### src/rtl/apb_pkg.sv
// Shared APB widths, slave-select decode field and requester state encoding.
package apb_pkg;
   localparam int APB_AW  = 16;
   localparam int APB_DW  = 16;
   localparam int SEL_MSB = 15;
   localparam int SEL_LSB = 14;
   localparam int SEL_W   = SEL_MSB - SEL_LSB + 1;

   typedef enum logic [1:0] {IDLE, SETUP, ACCESS, RESP} apb_mst_state_t;

   function automatic logic [SEL_W-1:0] sel_idx(input logic [SEL_MSB:SEL_LSB] field);
      return field;
   endfunction
endpackage

### src/rtl/apb_if.sv
// APB bus bundle between one requester and its responders; psel is one-hot, one bit per slave.
interface apb_if #(
   parameter int NSLAVES = 4
);
   logic [NSLAVES-1:0]         psel;
   logic                       penable;
   logic                       pwrite;
   logic [apb_pkg::APB_AW-1:0] paddr;
   logic [apb_pkg::APB_DW-1:0] pwdata;
   logic [apb_pkg::APB_DW-1:0] prdata;
   logic                       pready;

   modport master (
      output psel, penable, pwrite, paddr, pwdata,
      input  prdata, pready
   );

   modport slave (
      input  psel, penable, pwrite, paddr, pwdata,
      output prdata, pready
   );
endinterface

### src/rtl/apb_addr_decode.sv
// Combinational slave decode: upper address bits to a one-hot select, flagging indices with no slave.
module apb_addr_decode
   import apb_pkg::*;
#(
   parameter int NSLAVES = 4
) (
   input  logic [APB_AW-1:0]  addr_i,
   output logic [NSLAVES-1:0] sel_o,
   output logic               miss_o
);
   logic [SEL_W-1:0] idx;
   logic             unused_lo;

   assign idx       = sel_idx(addr_i[SEL_MSB:SEL_LSB]);
   assign unused_lo = ^addr_i[SEL_LSB-1:0];

   always_comb begin
      sel_o  = '0;
      miss_o = 1'b1;
      for (int i = 0; i < NSLAVES; i++) begin
         if (int'(idx) == i) begin
            sel_o[i] = 1'b1;
            miss_o   = 1'b0;
         end
      end
   end
endmodule

### src/rtl/apb_master.sv
// APB requester: one outstanding command turned into a SETUP/ACCESS transfer, with a watchdog.
// state  | meaning
// IDLE   | cmd_ready high, waiting for a command
// SETUP  | psel asserted, penable low, exactly one cycle
// ACCESS | psel and penable high, waiting for pready or watchdog expiry
// RESP   | response presented and held until rsp_ready
module apb_master
   import apb_pkg::*;
#(
   parameter int NSLAVES = 4,
   parameter int TIMEOUT = 16
) (
   input  logic              pclk,
   input  logic              preset,
   input  logic              cmd_valid_i,
   output logic              cmd_ready_o,
   input  logic              cmd_write_i,
   input  logic [APB_AW-1:0] cmd_addr_i,
   input  logic [APB_DW-1:0] cmd_wdata_i,
   output logic              rsp_valid_o,
   input  logic              rsp_ready_i,
   output logic [APB_DW-1:0] rsp_rdata_o,
   output logic              rsp_err_o,
   apb_if.master             bus
);
   localparam int              WD_W    = $clog2(TIMEOUT);
   localparam logic [WD_W-1:0] WD_LAST = WD_W'(TIMEOUT - 1);

   localparam logic [1:0] S_IDLE   = IDLE;
   localparam logic [1:0] S_SETUP  = SETUP;
   localparam logic [1:0] S_ACCESS = ACCESS;
   localparam logic [1:0] S_RESP   = RESP;

   logic [1:0]         state_q, state_d;
   logic [NSLAVES-1:0] sel_q, sel_d;
   logic               pwrite_q, pwrite_d;
   logic [APB_AW-1:0]  paddr_q, paddr_d;
   logic [APB_DW-1:0]  pwdata_q, pwdata_d;
   logic [WD_W-1:0]    wdog_q, wdog_d;
   logic [APB_DW-1:0]  rsp_rdata_q, rsp_rdata_d;
   logic               rsp_err_q, rsp_err_d;

   logic [NSLAVES-1:0] dec_sel;
   logic               dec_miss;

   apb_addr_decode #(.NSLAVES(NSLAVES)) u_dec (
      .addr_i (cmd_addr_i),
      .sel_o  (dec_sel),
      .miss_o (dec_miss)
   );

   always_comb begin
      state_d     = state_q;
      sel_d       = sel_q;
      pwrite_d    = pwrite_q;
      paddr_d     = paddr_q;
      pwdata_d    = pwdata_q;
      wdog_d      = wdog_q;
      rsp_rdata_d = rsp_rdata_q;
      rsp_err_d   = rsp_err_q;
      case (state_q)
         S_IDLE: begin
            if (cmd_valid_i && cmd_ready_o) begin
               pwrite_d = cmd_write_i;
               paddr_d  = cmd_addr_i;
               pwdata_d = cmd_wdata_i;
               sel_d    = dec_sel;
               if (dec_miss) begin
                  rsp_err_d   = 1'b1;
                  rsp_rdata_d = '0;
                  state_d     = S_RESP;
               end else begin
                  state_d = S_SETUP;
               end
            end
         end
         S_SETUP: state_d = S_ACCESS;
         S_ACCESS: begin
            // pready is checked first so a completion on the expiry edge still counts as success
            if (bus.pready) begin
               rsp_rdata_d = pwrite_q ? '0 : bus.prdata;
               rsp_err_d   = 1'b0;
               state_d     = S_RESP;
            end else if (wdog_q == WD_LAST) begin
               rsp_rdata_d = '0;
               rsp_err_d   = 1'b1;
               state_d     = S_RESP;
            end else begin
               wdog_d = wdog_q + 1'b1;
            end
         end
         S_RESP: begin
            if (rsp_ready_i) begin
               wdog_d  = '0;
               state_d = S_IDLE;
            end
         end
         default: state_d = S_IDLE;
      endcase
   end

   always_ff @(posedge pclk or negedge preset) begin
      if (!preset) begin
         state_q     <= S_IDLE;
         sel_q       <= '0;
         pwrite_q    <= 1'b0;
         paddr_q     <= '0;
         pwdata_q    <= '0;
         wdog_q      <= '0;
         rsp_rdata_q <= '0;
         rsp_err_q   <= 1'b0;
      end else begin
         state_q     <= state_d;
         sel_q       <= sel_d;
         pwrite_q    <= pwrite_d;
         paddr_q     <= paddr_d;
         pwdata_q    <= pwdata_d;
         wdog_q      <= wdog_d;
         rsp_rdata_q <= rsp_rdata_d;
         rsp_err_q   <= rsp_err_d;
      end
   end

   // reset gates ready so nothing is accepted while preset is low
   assign cmd_ready_o = preset && (state_q == S_IDLE);
   assign rsp_valid_o = (state_q == S_RESP);
   assign rsp_rdata_o = rsp_rdata_q;
   assign rsp_err_o   = rsp_err_q;

   assign bus.psel    = (state_q == S_SETUP || state_q == S_ACCESS) ? sel_q : '0;
   assign bus.penable = (state_q == S_ACCESS);
   assign bus.pwrite  = pwrite_q;
   assign bus.paddr   = paddr_q;
   assign bus.pwdata  = pwdata_q;
endmodule
### src/flat_wrapper.sv
// flat-port wrapper written by rule: the top's interface ports become plain ports
module apb_master_flat import apb_pkg::*;
#(
   parameter int NSLAVES = 4,
   parameter int TIMEOUT = 16
)
  (pclk, preset, cmd_valid_i, cmd_ready_o, cmd_write_i, cmd_addr_i, cmd_wdata_i, rsp_valid_o, rsp_ready_i, rsp_rdata_o, rsp_err_o, bus_psel, bus_penable, bus_pwrite, bus_paddr, bus_pwdata, bus_prdata, bus_pready);
  apb_if #(.NSLAVES(NSLAVES)) bus_i ();
  input  logic pclk;
  input  logic preset;
  input  logic cmd_valid_i;
  output logic cmd_ready_o;
  input  logic cmd_write_i;
  input  logic [APB_AW-1:0] cmd_addr_i;
  input  logic [APB_DW-1:0] cmd_wdata_i;
  output logic rsp_valid_o;
  input  logic rsp_ready_i;
  output logic [APB_DW-1:0] rsp_rdata_o;
  output logic rsp_err_o;
  output wire logic [$bits(bus_i.psel)-1:0] bus_psel;
  output wire logic [$bits(bus_i.penable)-1:0] bus_penable;
  output wire logic [$bits(bus_i.pwrite)-1:0] bus_pwrite;
  output wire logic [$bits(bus_i.paddr)-1:0] bus_paddr;
  output wire logic [$bits(bus_i.pwdata)-1:0] bus_pwdata;
  input wire logic [$bits(bus_i.prdata)-1:0] bus_prdata;
  input wire logic [$bits(bus_i.pready)-1:0] bus_pready;
  assign bus_psel = bus_i.psel;
  assign bus_penable = bus_i.penable;
  assign bus_pwrite = bus_i.pwrite;
  assign bus_paddr = bus_i.paddr;
  assign bus_pwdata = bus_i.pwdata;
  assign bus_i.prdata = bus_prdata;
  assign bus_i.pready = bus_pready;
  apb_master #(.NSLAVES(NSLAVES), .TIMEOUT(TIMEOUT)) u_core (.pclk(pclk), .preset(preset), .cmd_valid_i(cmd_valid_i), .cmd_ready_o(cmd_ready_o), .cmd_write_i(cmd_write_i), .cmd_addr_i(cmd_addr_i), .cmd_wdata_i(cmd_wdata_i), .rsp_valid_o(rsp_valid_o), .rsp_ready_i(rsp_ready_i), .rsp_rdata_o(rsp_rdata_o), .rsp_err_o(rsp_err_o), .bus(bus_i));
endmodule
### config.mk
export PLATFORM = sky130hd
export DESIGN_NAME = apb_master_flat
export DESIGN_NICKNAME = d
export VERILOG_FILES = /design/src/rtl/apb_pkg.sv /design/src/rtl/apb_if.sv /design/src/rtl/apb_addr_decode.sv /design/src/rtl/apb_master.sv /design/src/flat_wrapper.sv
export SDC_FILE = /design/constraint.sdc
export NUM_CORES = 1
export LEC_CHECK = 0
export ABC_AREA = 1
export BUFFER_PORTS_ARGS = -buffer_cell sky130_fd_sc_hd__buf_2
export CAP_MARGIN = 30
export CORE_UTILIZATION = 45
export CTS_BUF_LIST = sky130_fd_sc_hd__clkbuf_4 sky130_fd_sc_hd__clkbuf_8
export CTS_CLUSTER_DIAMETER = 120
export DETAILED_ROUTE_END_ITERATION = 8
export PLACE_DENSITY = 0.81
export SLEW_MARGIN = 40
export SYNTH_ARGS = -nofsm -noshare
export SYNTH_HDL_FRONTEND = slang
export SYNTH_SLANG_ARGS = --single-unit
### constraint.sdc
create_clock -name pclk -period 1.53 [get_ports pclk]
set_input_delay 0.153 -clock pclk [delete_from_list [all_inputs] [get_ports pclk]]
set_output_delay 0.153 -clock pclk [all_outputs]
set_load 0.1 [all_outputs]
# == After elaboration in Yosys (flattened, before gate mapping) ==
# Cells that the tools add are included.
# totals
elab_cells,63
output_inout_bits,57
register_bits,60
inputBits,54
# op_classes
reduce_logical,11
n_mux,30
addsub,1
n_eq_ne,13
# ops
cell,count
$mux W16,5
$pmux W16 S2,1
$mux W4,4
$mux W1,12
$mux W2,5
$eq A2 B2 Y1 const B,4
$pmux W2 S4,1
$pmux W4 S2,1
$reduce_and A4 Y1,2
$ne A2 B1 Y1 const B,3
$add A4 B1 Y4 const B,1
$eq A2 B1 Y1 const B,2
$eq A4 B4 Y1 const B,1
$logic_not A2 Y1,2
$ne A2 B2 Y1 const B,2
$reduce_bool A2 Y1,2
$ne A3 B1 Y1 const B,1
$reduce_and A3 Y1,1
$logic_and A1 B1 Y1,2
$pmux W1 S2,1
$reduce_and A2 Y1,1
$logic_or A1 B1 Y1,1

# == Depth between registers and ports, before layout ==
# Gate-level depths: netlist of the first run.
# depth
depth_word,8
depth_mapped,9
depth_no_buf,8

# == Modules after synthesis ==
# A second synthesis of the first run with hierarchy kept.
# unflattened
cells_unflattened,353
hier_area_um2,2821.5
# by_module_without_submodules
module,area_each_um2,n_inst,seq_area_each_um2,cells_per_inst
apb_master,2783.9,1,1501.4,344
apb_addr_decode,37.5,1,0.0,9

# == Least setup slack after synthesis of the first run ==
# OpenSTA, ideal clock, no wires.
# synth_timing
kind,reg2reg
startpoint,register u_core.state_q[0]
endpoint,register u_core.rsp_rdata_q[10] (netlist: u_core.rsp_rdata_o[10])
required_ps,1456
setup_time_ps,74
period_less_slack_ps,2237
path_stages_with_launch,10
n_path_buf,1
setup_slack_ps,-707
arrival_time_ps,2163
cell_sequence,dfrtp_1 > inv_1 > ha_1 > inv_1 > nor2_2 > nand2_2 > nand3_4 > buf_6 > nand2_1 > o21ai_2
# synth_via
elab_cells_between_ends,10
cone_classes,4 x eq/ne; 1 x mux; 5 x reduce/logical
# synth_lines
element,line,text
start: declaration,apb_master.sv:34,"logic [1:0] state_q, state_d;"
start signal: assignment,apb_master.sv:113,state_q <= state_d;
$eq A2 B2 Y1 (*),n/a,
via bus_penable,flat_wrapper.sv:21,output wire logic [$bits(bus_i.penable)-1:0] bus_penable;
$ne A3 B1 Y1 (no source line) / $reduce_bool A2 Y1 (equally long branches),n/a,
$reduce_and A4 Y1 (no source line),n/a,
end signal: assignment,apb_master.sv:119,rsp_rdata_q <= rsp_rdata_d;
end: declaration,apb_master.sv:40,"logic [APB_DW-1:0] rsp_rdata_q, rsp_rdata_d;"
# The timed path passes the listed nets; every way through them passes the cells marked *.
# A chain may end at the register's enable or synchronous reset.

# == Final worst setup path of the first run ==
# layout_timing
startpoint,register u_core.state_q[0]
endpoint,output bus_psel[1]
# layout_via
elab_chain_cells,3
elab_cells_between_ends,4
cone_classes,2 x eq/ne; 1 x mux; 1 x reduce/logical
# layout_rtl
element,line,text
$eq A2 B1 Y1 / $eq A2 B2 Y1 (equally long branches),apb_master.sv:130,assign bus.psel = (state_q == S_SETUP || state_q == S_ACCESS) ? sel_q : '0;
$logic_or A1 B1 Y1 (*),apb_master.sv:130,
$mux W4 (*),apb_master.sv:130,
end: declaration,flat_wrapper.sv:20,output wire logic [$bits(bus_i.psel)-1:0] bus_psel;
# Every way passes the cells marked *; elsewhere a longest branch is shown, timed or not.

==> results of run 1 <==
## flip-flops by register name, indices dropped and copies added, names as in the netlist
register,count
u_core.rsp_err_o,1
u_core.bus.pwrite,1
u_core.bus.paddr,16
u_core.bus.pwdata,16
u_core.wdog_q,4
u_core.state_q,2
u_core.sel_q,4
u_core.rsp_rdata_o,16
## metrics by stage
| step | instance area, um^2 | worst slack [ns] | utilization, % |
|---|---|---|---|
| floorplan | 2620 | -0.0632 | - |
| global placement | 3340 | 0.0273 | 60.3 |
| global route | 3780 | -0.0911 | 68.2 |
| CTS | 3630 | -0.0626 | 65.6 |
| finish | 3780 | -0.0540 | 68.2 |
| detailed placement | 3340 | -0.0135 | 60.3 |
## timing repair
action	CTS	global route
hold buffers	3	1
cloned	3	3
resized for setup	11	21
hold endpoints to repair	3	14
setup buffers	2	4
pin swaps	4	6
endpoints found under the setup margin	23	30
## kinds of logic after synthesis
group / count (synthesis) / synth area share, %
fa+ha+maj: 5 / 2.42
compound gates: 22 / 4.88
flops: 60 / 58.0
simple gates: 185 / 29.1
buf+inv: 30 / 5.56
## routing by layer
metal / vias to the layer above / global-route usage (%)
met5: - / 0
met4: 0 / 8.87
met3: 10 / 5.53
met2: 83 / 39.2
met1: 1148 / 25.7
li1: 1219 / -
## worst max path at each step
stage                                  end  slack [ns]  cells after the start
floorplan                 u_core.wdog_q[3]       -0.06                      6
global placement    u_core.rsp_rdata_o[10]        0.03                      8
detailed placement   u_core.rsp_rdata_o[7]       -0.01                      8
CTS                            bus_psel[1]       -0.06                      5
global route                   bus_psel[0]       -0.09                      5
finish                         bus_psel[1]       -0.05                      5
## Yosys cell counts
cell	count
sky130_fd_sc_hd__clkbuf_1	3
sky130_fd_sc_hd__o21ai_2	3
sky130_fd_sc_hd__nand2_2	1
sky130_fd_sc_hd__nor3_1	1
sky130_fd_sc_hd__o21ai_1	14
sky130_fd_sc_hd__nor2_2	1
sky130_fd_sc_hd__o21ai_0	4
sky130_fd_sc_hd__inv_2	1
sky130_fd_sc_hd__ha_1	5
sky130_fd_sc_hd__buf_1	1
sky130_fd_sc_hd__clkinv_1	2
sky130_fd_sc_hd__nand4_1	3
sky130_fd_sc_hd__nand3_4	1
sky130_fd_sc_hd__o211a_1	1
sky130_fd_sc_hd__nand3_1	23
sky130_fd_sc_hd__nor2_1	9
sky130_fd_sc_hd__buf_4	1
sky130_fd_sc_hd__buf_2	4
sky130_fd_sc_hd__inv_1	15
sky130_fd_sc_hd__buf_6	3
sky130_fd_sc_hd__or2_2	1
sky130_fd_sc_hd__dfrtp_1	60
sky130_fd_sc_hd__nand2_1	145
## cell type report
class	instances	share of cell area, %
sequential	60	39.7
timing repair buffer	127	21.5
inverter	18	2.35
clock buffer	9	3.28
tap	72	2.38
clock inverter	6	1.09
multi-input combinational	218	29.6
## tightest hold or removal path: stages
cell and delay [ns]:
sky130_fd_sc_hd__buf_2 0.07, sky130_fd_sc_hd__nand2_1 0.04, sky130_fd_sc_hd__nand2_1 0.04
==> results.md, run 1 <==
| Step | Result | Value |
|:---|:---|:---|
| detailed routing | DR WL met2 | 3.29 mm |
| worst hold path | Hold Path Depth | 3 |
| die | Initial core utilization | 46.7% |
| detailed routing | Via count | 2460 |
| synth | Total of flip-flops plus latches after synthesis | 60 |
| worst hold path | Worst Hold Endpoint | u_core.bus.pwdata[0] |
| worst setup path | Worst path top cell family by delay | flip-flops |
| clocking | Clock tree from TritonCTS | yes |
| outcome | Outcome | finished with violations |
| synth | Number of warnings printed during yosys synthesis | 0 |
| detailed routing | Iteration-0 DRC count of the detailed router | 138 |
| synth | Post-synth design cell area | 2590 um^2 |
| detailed routing | Count of nets left with antenna violations after detail routing | 0 |
| timing | Normalized max-slew margin | 67.2% |
| worst hold path | Worst hold path type | in2reg |
| timing | Post-Route Skew | 0.00530 ns |
| worst setup path | Startpoint Class | flip-flop |
| timing | Post-route clock period utilization | 104% |
| layout | Fillers | 458 |
| clocking | CTS clk-pin slew, worst paths | 0.07 ns |
| worst setup path | Sequence of cells on the critical path | inv_2 -> ha_4 -> nand2_2 -> clkinvlp_4 -> buf_12 |
| timing | Fin Hold WS | 0.0134 ns |
| worst setup path | Critical Path AT | 1.43 ns |
| timing | Count of final hold-check violations | 0 |
| worst setup path | Cell with the largest stage delay on the worst path | sky130_fd_sc_hd__dfrtp_1 |
| detailed routing | Routed length on met1 | 2.70 mm |
| die | Placeable core area | 5540 um^2 |
| detailed routing | Total DRC errors in the routed layout | 0 |
| layout | Area used by sequential logic in the layout | 1500 um^2 |
| die | IO Count | 111 |
| clocking | Clock latency on the worst-skew pair | 0.33 ns |
| worst setup path | Setup slack, reg-to-reg | 0.05 ns |
| layout | Fraction of final layout cells with drive strength greater than 1 | 42.0% |
| synth | Yosys top cell by area | sky130_fd_sc_hd__dfrtp_1 |
| outcome | Violations in the final reports | setup timing |
| layout | Multi-input logic area | 1120 um^2 |
| timing | Upper clock frequency limit | 631 MHz |
| worst setup path | Crit. Startpoint | u_core.state_q[0] |
| flow run | Max-cap check violation count | 0 |
| die | Width of the die | 77.8 um |
| timing | Setup slack of the critical path after layout | -0.0540 ns |
| clocking | Library cell used as clock root buffer | sky130_fd_sc_hd__clkbuf_8 |
| synth | Synth top area share | 58.0% |
| timing | Total negative slack for setup checks | -0.156 ns |
| worst setup path | Cell count of the worst reg-to-reg path | 8 |
| timing | Post-route minimum period | 1.58 ns |
| worst setup path | Critical path class | reg2out |
| global routing | Number of antenna violations at the first check in global routing | 0 |
| layout | Non-filler cells in the finished layout | 510 |
| global routing | Residual overflow from global routing | 0 |
| global routing | Wire length of the first global-routing pass | 10.4 mm |
| timing | Tightest Pin Transition | 0.488 ns |
| worst setup path | Largest fanout of any net on the critical path | 5 |
| worst setup path | Worst path buffer plus inverter count | 3 |
| global routing | All-layer global routing usage | 22.2% |
| layout | Most common library cell in the layout ignoring fill and taps | sky130_fd_sc_hd__nand2_1 |
| placed design | Number of port buffers | 110 |
| clocking | Maximum clock insertion buffer count | 2 |
| layout | Growth of design area from synthesis to finish | 46.1% |
| worst hold path | Hold_sp | cmd_wdata_i[0] |
| synth | Most area-consuming cells after synthesis | sky130_fd_sc_hd__dfrtp_1, sky130_fd_sc_hd__nand2_1, sky130_fd_sc_hd__nand3_1 |
| synth | Register area share after synthesis | 58.0% |
| detailed routing | Wire length per cell | 12.7 um |
| layout | Antenna fix cells | 0 |
| placed design | HPWL after detailed placement | 4.10 mm |
| detailed routing | Top metal layer carrying routed signals | met4 |
| timing | Number of max-slew violations in the final report | 0 |
| detailed routing | Pre-antenna DRT Iters | 4 |
| worst setup path | Worst R2R Start | u_core.state_q[1] |
| detailed routing | Vias per inst | 4.82 |
| global routing | Number of global-route vias before repair | 2352 |
| detailed routing | Final WL | 6.46 mm |
| clocking | TritonCTS Buffers | 9 |
| timing | RSZ-0062 raised after global routing | yes |
| synth | Syn avg cell area | 8.57 um^2 |
| clocking | Sink count of the clock tree | 60 |
| synth | Instance count of the mapped netlist | 302 |
| worst setup path | Element type at the critical path end | output port |
| synth | Synth unique cells | 23 |
| worst setup path | Worst flop-to-flop path endpoint | u_core.wdog_q[1] |
| die | Die Footprint | 6060 um^2 |
| detailed routing | Met3 Routed Length | 364 um |
| clocking | Htree depth | 3 |
| worst setup path | Largest incremental delay on the critical path | 0.40 ns |
| layout | Commonest cells after routing, fill and taps aside | sky130_fd_sc_hd__nand2_1, sky130_fd_sc_hd__buf_2, sky130_fd_sc_hd__dfrtp_1 |
| placed design | Final Wtd Congestion | 0.738 |
| synth | Synth Net Count | 361 |
| worst setup path | Endpoint required time on the critical path | 1.38 ns |
| timing | Number of endpoints failing setup at the final stage | 4 |
| global routing | Largest net degree at the start of global routing | 61 |
| layout | Number of nets in the finished design | 493 |
| placed design | Cells after DPL | 478 |
| die | Height of the die | 77.8 um |
| die | Placement row count | 27 |
Power of run 1 is left out: the tool's default activity adds up to more than one toggle a clock period on the data nets, which glitch-free logic cannot reach.
==> inputs of run 2 (changes only) <==
Settings changed: CTS_BUF_LIST sky130_fd_sc_hd__clkbuf_4 sky130_fd_sc_hd__clkbuf_8 to sky130_fd_sc_hd__clkbuf_4 sky130_fd_sc_hd__clkbuf_8 sky130_fd_sc_hd__clkbuf_16, PLACE_DENSITY 0.81 to 0.8, SYNTH_HIERARCHICAL from default to 1.
Clock period 1.53 ns to 1.7 ns, I/O delays scaled along.
==> results.md, run 2 <==
| Step | Result | Value | Delta |
|:---|:---|:---|:---|
| outcome | Outcome | complete, no violations |  |
| timing | Number of endpoints failing setup at the final stage | 0 | -4 |
| clocking | Htree depth | 3 | unchanged |
| timing | Upper clock frequency limit | 619 MHz |  |
| detailed routing | Final WL | 6.53 mm | +1.1% |
| timing | RSZ-0062 raised after global routing | no |  |
| detailed routing | Count of nets left with antenna violations after detail routing | 0 | unchanged |
| worst setup path | Startpoint Class | flip-flop |  |
| worst setup path | Largest fanout of any net on the critical path | 5 | unchanged |
| worst setup path | Element type at the critical path end | output port |  |
| layout | Multi-input logic area | 1120 um^2 | -0.34% |
| timing | Post-route clock period utilization | 95.0% |  |
| global routing | Number of global-route vias before repair | 2416 | +2.7% |
| global routing | All-layer global routing usage | 21.5% | -0.73 points |
| worst hold path | Worst hold path type | in2reg |  |
| global routing | Wire length of the first global-routing pass | 10.7 mm | +2.9% |
| layout | Fillers | 558 | +22% |
| layout | Number of nets in the finished design | 526 | +6.7% |
| timing | Count of final hold-check violations | 0 | unchanged |
| die | Initial core utilization | 47.1% | +0.39 points |
| synth | Total of flip-flops plus latches after synthesis | 60 | unchanged |
| global routing | Largest net degree at the start of global routing | 40 | -34% |
| placed design | Area after DPL | 3540 um^2 | +6.2% |
| clocking | Clock tree from TritonCTS | yes |  |
| global routing | Number of antenna violations at the first check in global routing | 0 | unchanged |
| detailed routing | Vias per inst | 4.82 | about the same |
| layout | Growth of design area from synthesis to finish | 35.0% |  |
| die | Height of the die | 81.2 um | +4.3% |
| timing | Post-route minimum period | 1.61 ns |  |
| synth | Most area-consuming cells after synthesis | sky130_fd_sc_hd__dfrtp_1, sky130_fd_sc_hd__nand2_1, sky130_fd_sc_hd__nand3_1 |  |
| worst setup path | Cell with the largest stage delay on the worst path | sky130_fd_sc_hd__dfrtp_2 |  |
| synth | Most common flop cell mapped by yosys | sky130_fd_sc_hd__dfrtp_1 |  |
| layout | Area used by sequential logic in the layout | 1500 um^2 | about the same |
| synth | Dominant cell by count in the synthesized netlist | sky130_fd_sc_hd__nand2_1 |  |
| die | Die Footprint | 6590 um^2 | +8.8% |
| synth | Post-synth design cell area | 2820 um^2 | +9.0% |
| detailed routing | Iteration-0 DRC count of the detailed router | 187 | +36% |
| die | IO Count | 111 | unchanged |
| synth | Yosys top cell by area | sky130_fd_sc_hd__dfrtp_1 |  |
| worst setup path | Critical Path AT | 1.44 ns | about the same |
| synth | Share of flip-flops with an asynchronous set or reset | 100% | unchanged |
| timing | Number of max-slew violations in the final report | 0 | unchanged |
| clocking | Library cell used as clock root buffer | sky130_fd_sc_hd__clkbuf_8 |  |
| synth | Syn avg cell area | 7.99 um^2 | -6.7% |
| synth | Synth unique cells | 21 | -8.7% |
| die | Placement row count | 28 | +3.7% |
| detailed routing | Wire length per cell | 11.9 um | -5.8% |
| detailed routing | Pre-antenna DRT Iters | 4 | unchanged |
| die | Placeable core area | 5990 um^2 | +8.1% |
| timing | Post-Route Skew | 0.00519 ns | -0.000106 ns |
| layout | Antenna fix cells | 0 | unchanged |
| layout | Commonest cells after routing, fill and taps aside | sky130_fd_sc_hd__nand2_1, sky130_fd_sc_hd__buf_2, sky130_fd_sc_hd__dfrtp_1 |  |
| synth | Synth top area share | 53.2% | -4.8 points |
| clocking | CTS clk-pin slew, worst paths | 0.07 ns | about the same |
| synth | Synth Net Count | 412 | +14% |
| layout | Post-route cell area | 3810 um^2 | +0.73% |
| layout | Most common library cell in the layout ignoring fill and taps | sky130_fd_sc_hd__nand2_1 |  |
| clocking | Sink count of the clock tree | 60 | unchanged |
| placed design | Number of port buffers | 110 | unchanged |
| worst setup path | Cell repeated most along the worst path | sky130_fd_sc_hd__inv_1 |  |
| die | Width of the die | 81.2 um | +4.3% |
| synth | Number of warnings printed during yosys synthesis | 6 | +6 |
| placed design | HPWL after detailed placement | 4.64 mm | +13% |
| placed design | Final Wtd Congestion | 0.810 | +9.8% |
| synth | Number of synthesized flops with an enable pin | 0 | unchanged |
| global routing | Residual overflow from global routing | 0 | unchanged |
| detailed routing | Total DRC errors in the routed layout | 0 | unchanged |
| worst setup path | Critical path class | reg2out |  |
| detailed routing | Via count | 2638 | +7.2% |
| clocking | Clock latency on the worst-skew pair | 0.33 ns | about the same |
| worst setup path | Largest incremental delay on the critical path | 0.39 ns | about the same |
| layout | Fraction of final layout cells with drive strength greater than 1 | 31.4% | -11 points |
| clocking | TritonCTS Buffers | 9 | unchanged |
| worst setup path | Endpoint required time on the critical path | 1.53 ns | +0.15 ns |
| worst setup path | Sequence of cells on the critical path | inv_1 -> ha_4 -> nand2_1 -> inv_1 -> buf_12 |  |
| synth | Most frequent cells after synthesis | sky130_fd_sc_hd__nand2_1, sky130_fd_sc_hd__dfrtp_1, sky130_fd_sc_hd__nand3_1 |  |
| synth | Register area share after synthesis | 53.2% | -4.8 points |
| flow run | Max-cap check violation count | 0 | unchanged |
| synth | Instance count of the mapped netlist | 353 | +17% |
| clocking | Maximum clock insertion buffer count | 2 | unchanged |
run 2: changes by cell type in the layout (fill, tap and decap cells not counted), moves of 5 or more:
cell	delta
sky130_fd_sc_hd__nor2_1	+19
sky130_fd_sc_hd__inv_1	+25
sky130_fd_sc_hd__nand4_1	+18
sky130_fd_sc_hd__nand2_2	-13
sky130_fd_sc_hd__clkinvlp_4	-6
sky130_fd_sc_hd__o21ai_2	-5
sky130_fd_sc_hd__o21ai_1	-12
sky130_fd_sc_hd__nand3_1	+22
run 2: logic make-up (layout without fill, tap and decap cells):
logic type	count (synthesis)	in the layout	share of synthesized area [%]
flip-flops	60	60	53.2
other	1	1	0.133
XOR/XNOR	1	1	0.310
buffers and inverters	53	172	8.16
AND/OR/NAND/NOR	230	230	35.0
adder cells (fa/ha/maj)	5	5	2.22
AO/OA/AOI/OAI	3	3	0.931
run 2: metal layers:
layer	up-vias	track usage (%)	share of wire [%]
met3	8	7.64	8.5
li1	1338	-	-
met4	0	8.93	1.3
met5	-	0	0
met2	109	34.6	47
met1	1183	26.0	43
run 2: area by class of cell:
type / instances / area share (%)
multi-input cells: 240 / 29.3
repair buffers: 122 / 19.3
clock buffers: 9 / 3.25
well taps: 75 / 2.46
clock inverters: 7 / 2.66
inverters: 34 / 3.55
flip-flops and latches: 60 / 39.5
run 2: what timing repair did:
action,in CTS,in global routing
buffers inserted,0,1
hold buffers,1,0
endpoints found under the setup margin,5,8
gates resized for setup,2,3
endpoints found under the hold margin,60,0
run 2: worst max-delay path, delay by kind of cell (launching register included):
kind | cells | cell delay (ns)
adder cells (fa/ha/maj) | 1 | 0.30
buffers and inverters | 3 | 0.36
flip-flops | 1 | 0.39
AND/OR/NAND/NOR | 1 | 0.06
run 2: per-stage QoR:
step	setup WS [ns]	hold WS [ns]	util, %	TNS [ns]	std cells
global placement	0.205	0.209	59.2	0	529
CTS	-0.00611	0.0367	63.3	-0.00966	546
floorplan	-0.00563	-0.126	-	-0.0507	353
finish	0.0850	0.0552	63.6	0	547
detailed placement	0.100	0.212	59.2	0	529
global route	0.00501	0.0400	63.6	0	547
run 2: worst paths after layout:
| kind | from | end | slack (ns) | cells past startpoint |
|---|---|---|---|---|
| worst max-delay path | u_core/state_q[1] | bus_psel[2] | 0.09 | 5 |
| worst min-delay path | cmd_wdata_i[13] | u_core/bus.pwdata[13] | 0.06 | 3 |
| worst max register to register | u_core/state_q[1] | u_core/rsp_rdata_o[14] | 0.11 | 8 |
| worst min register to register | u_core/rsp_rdata_o[2] | u_core/rsp_rdata_o[2] | 0.48 | 2 |
| max in group asynchronous | preset | u_core/bus.pwrite | 0.81 | 3 |
| min in group asynchronous | preset | u_core/bus.paddr[11] | 0.43 | 3 |
Power of run 2 is left out for the same reason.
==> inputs of run 3 (changes only) <==
Settings changed: CORE_MARGIN from default to 2.
==> results.md, run 3 (same netlist as run 2, synthesis figures left out) <==
| Step | Result | Value | Delta |
|:---|:---|:---|:---|
| die | IO Count | 111 | unchanged |
| global routing | Largest net degree at the start of global routing | 44 | +10% |
| global routing | Wire length of the first global-routing pass | 12.1 mm | +14% |
| placed design | Number of port buffers | 110 | unchanged |
| layout | Post-route cell area | 3800 um^2 | -0.20% |
| timing | Number of max-slew violations in the final report | 0 | unchanged |
| die | Placeable core area | 5990 um^2 | unchanged |
| clocking | CTS clk-pin slew, worst paths | 0.07 ns | about the same |
| flow run | Max-cap check violation count | 0 | unchanged |
| detailed routing | Vias per inst | 4.88 | +1.1% |
| clocking | Htree depth | 3 | unchanged |
| timing | RSZ-0062 raised after global routing | yes |  |
| layout | Commonest cells after routing, fill and taps aside | sky130_fd_sc_hd__nand2_1, sky130_fd_sc_hd__buf_2, sky130_fd_sc_hd__dfrtp_1 |  |
| global routing | Residual overflow from global routing | 0 | unchanged |
| layout | Non-filler cells in the finished layout | 547 | unchanged |
| timing | Post-route minimum period | 1.61 ns | -0.00304 ns |
| timing | Count of final hold-check violations | 0 | unchanged |
| worst setup path | Crit. Startpoint | u_core/state_q[1] |  |
| timing | Fin Hold WS | 0.0581 ns | +0.00296 ns |
| clocking | Sink count of the clock tree | 60 | unchanged |
| die | Height of the die | 83.2 um | +2.5% |
| worst hold path | Worst hold path type | in2reg |  |
| worst setup path | Sequence of cells on the critical path | inv_1 -> ha_4 -> nand2_1 -> inv_1 -> buf_12 |  |
| worst setup path | Startpoint Class | flip-flop |  |
| detailed routing | Final WL | 6.85 mm | +4.8% |
| global routing | All-layer global routing usage | 21.6% | +0.064 points |
| layout | Post-Route Utilization | 63.5% | -0.13 points |
| timing | Upper clock frequency limit | 620 MHz | +0.19% |
| worst setup path | Endpoint required time on the critical path | 1.53 ns | about the same |
| detailed routing | Pre-antenna DRT Iters | 4 | unchanged |
| worst setup path | Cell with the largest stage delay on the worst path | sky130_fd_sc_hd__dfrtp_1 |  |
| placed design | Final Wtd Congestion | 0.799 | -1.3% |
| placed design | HPWL after detailed placement | 4.75 mm | +2.2% |
| timing | Post-route clock period utilization | 94.8% | -0.18 points |
| layout | Growth of design area from synthesis to finish | 34.7% |  |
| worst setup path | Critical path class | reg2out |  |
| placed design | Area after DPL | 3540 um^2 | -0.21% |
| clocking | Library cell used as clock root buffer | sky130_fd_sc_hd__clkbuf_8 |  |
| placed design | Cells after DPL | 528 | -0.19% |
| worst setup path | Worst R2R Start | u_core/state_q[1] |  |
| die | Initial core utilization | 47.1% | unchanged |
| clocking | Clock latency on the worst-skew pair | 0.33 ns | about the same |
| global routing | Number of global-route vias before repair | 2637 | +9.1% |
| worst setup path | Critical Path AT | 1.44 ns | about the same |
| global routing | Number of antenna violations at the first check in global routing | 0 | unchanged |
| timing | Post-Route Skew | 0.00555 ns | +0.000355 ns |
| detailed routing | Count of nets left with antenna violations after detail routing | 0 | unchanged |
| worst setup path | Largest fanout of any net on the critical path | 5 | unchanged |
| clocking | Clock tree from TritonCTS | yes |  |
| detailed routing | Iteration-0 DRC count of the detailed router | 106 | -43% |
| layout | Antenna fix cells | 0 | unchanged |
| layout | Fraction of final layout cells with drive strength greater than 1 | 31.4% | unchanged |
| clocking | TritonCTS Buffers | 9 | unchanged |
| worst setup path | Element type at the critical path end | output port |  |
| detailed routing | Wire length per cell | 12.5 um | +4.8% |
| die | Die Footprint | 6920 um^2 | +5.0% |
| worst setup path | Cell repeated most along the worst path | sky130_fd_sc_hd__inv_1 |  |
| detailed routing | Via count | 2667 | +1.1% |
| die | Placement row count | 28 | unchanged |
| timing | Number of endpoints failing setup at the final stage | 0 | unchanged |
| outcome | Outcome | complete, no violations |  |
| worst setup path | Largest incremental delay on the critical path | 0.39 ns | about the same |
| layout | Most common library cell in the layout ignoring fill and taps | sky130_fd_sc_hd__nand2_1 |  |
| layout | Number of nets in the finished design | 526 | unchanged |
| worst hold path | Hold_sp | cmd_addr_i[4] |  |
| timing | Tightest Pin Transition | 0.541 ns |  |
| detailed routing | Total DRC errors in the routed layout | 0 | unchanged |
| die | Width of the die | 83.2 um | +2.5% |
| timing | Normalized max-slew margin | 63.9% |  |
| clocking | Maximum clock insertion buffer count | 2 | unchanged |
## run 3: changes by cell type in the layout (fill, tap and decap cells not counted), sizes merged
cell	change
inv	+1
clkinvlp	-1
## run 3: metal layers
layer | vias up | global-route usage (%) | routed length [um]
li1 | 1334 | - | -
met1 | 1206 | 28.1 | 2970
met2 | 115 | 33.4 | 3150
met3 | 12 | 5.96 | 588
met4 | 0 | 10.3 | 133
met5 | - | 0 | 0
## run 3: worst paths after layout
kind                                         end  slack [ns]  cells past startpoint
max in group asynchronous      u_core/bus.pwrite        0.76                      3
max reg2reg                u_core/rsp_rdata_o[0]        0.14                      8
max                                  bus_psel[2]        0.09                      5
min                          u_core/bus.paddr[4]        0.06                      3
min in group asynchronous      u_core/state_q[0]        0.41                      3
min reg2reg                 u_core/bus.pwdata[9]        0.48                      2
## run 3: worst max-delay path: cells and delay by family (launching register included)
| kind | cells | cell delay, ns |
|---|---|---|
| fa+ha+maj | 1 | 0.30 |
| buf+inv | 3 | 0.37 |
| flops | 1 | 0.39 |
| simple gates | 1 | 0.06 |
## run 3: cell type report
cell class	count	area, um^2
fillers	518	2190
clock buffers	9	124
clock inverters	7	91.3
well taps	75	93.8
repair buffers	122	737
flip-flops and latches	60	1500
inverters	34	133
multi-input cells	240	1120
## run 3: repair_timing
item	CTS	global route
cloned	0	0
setup buffers	2	0
hold buffers	1	0
endpoints found under the hold margin	60	0
resized for setup	3	3
setup endpoints to repair	5	5
pin swaps	0	1
## run 3: through the flow
step,setup TNS (ns),worst slack (ns)
after CTS,0,0.0110
after floorplan,-0.0507,-0.00563
after global routing,-0.00768,-0.00439
final,0,0.0881
after detailed placement,0,0.0397
after global placement,0,0.162
Power of run 3 is left out for the same reason.
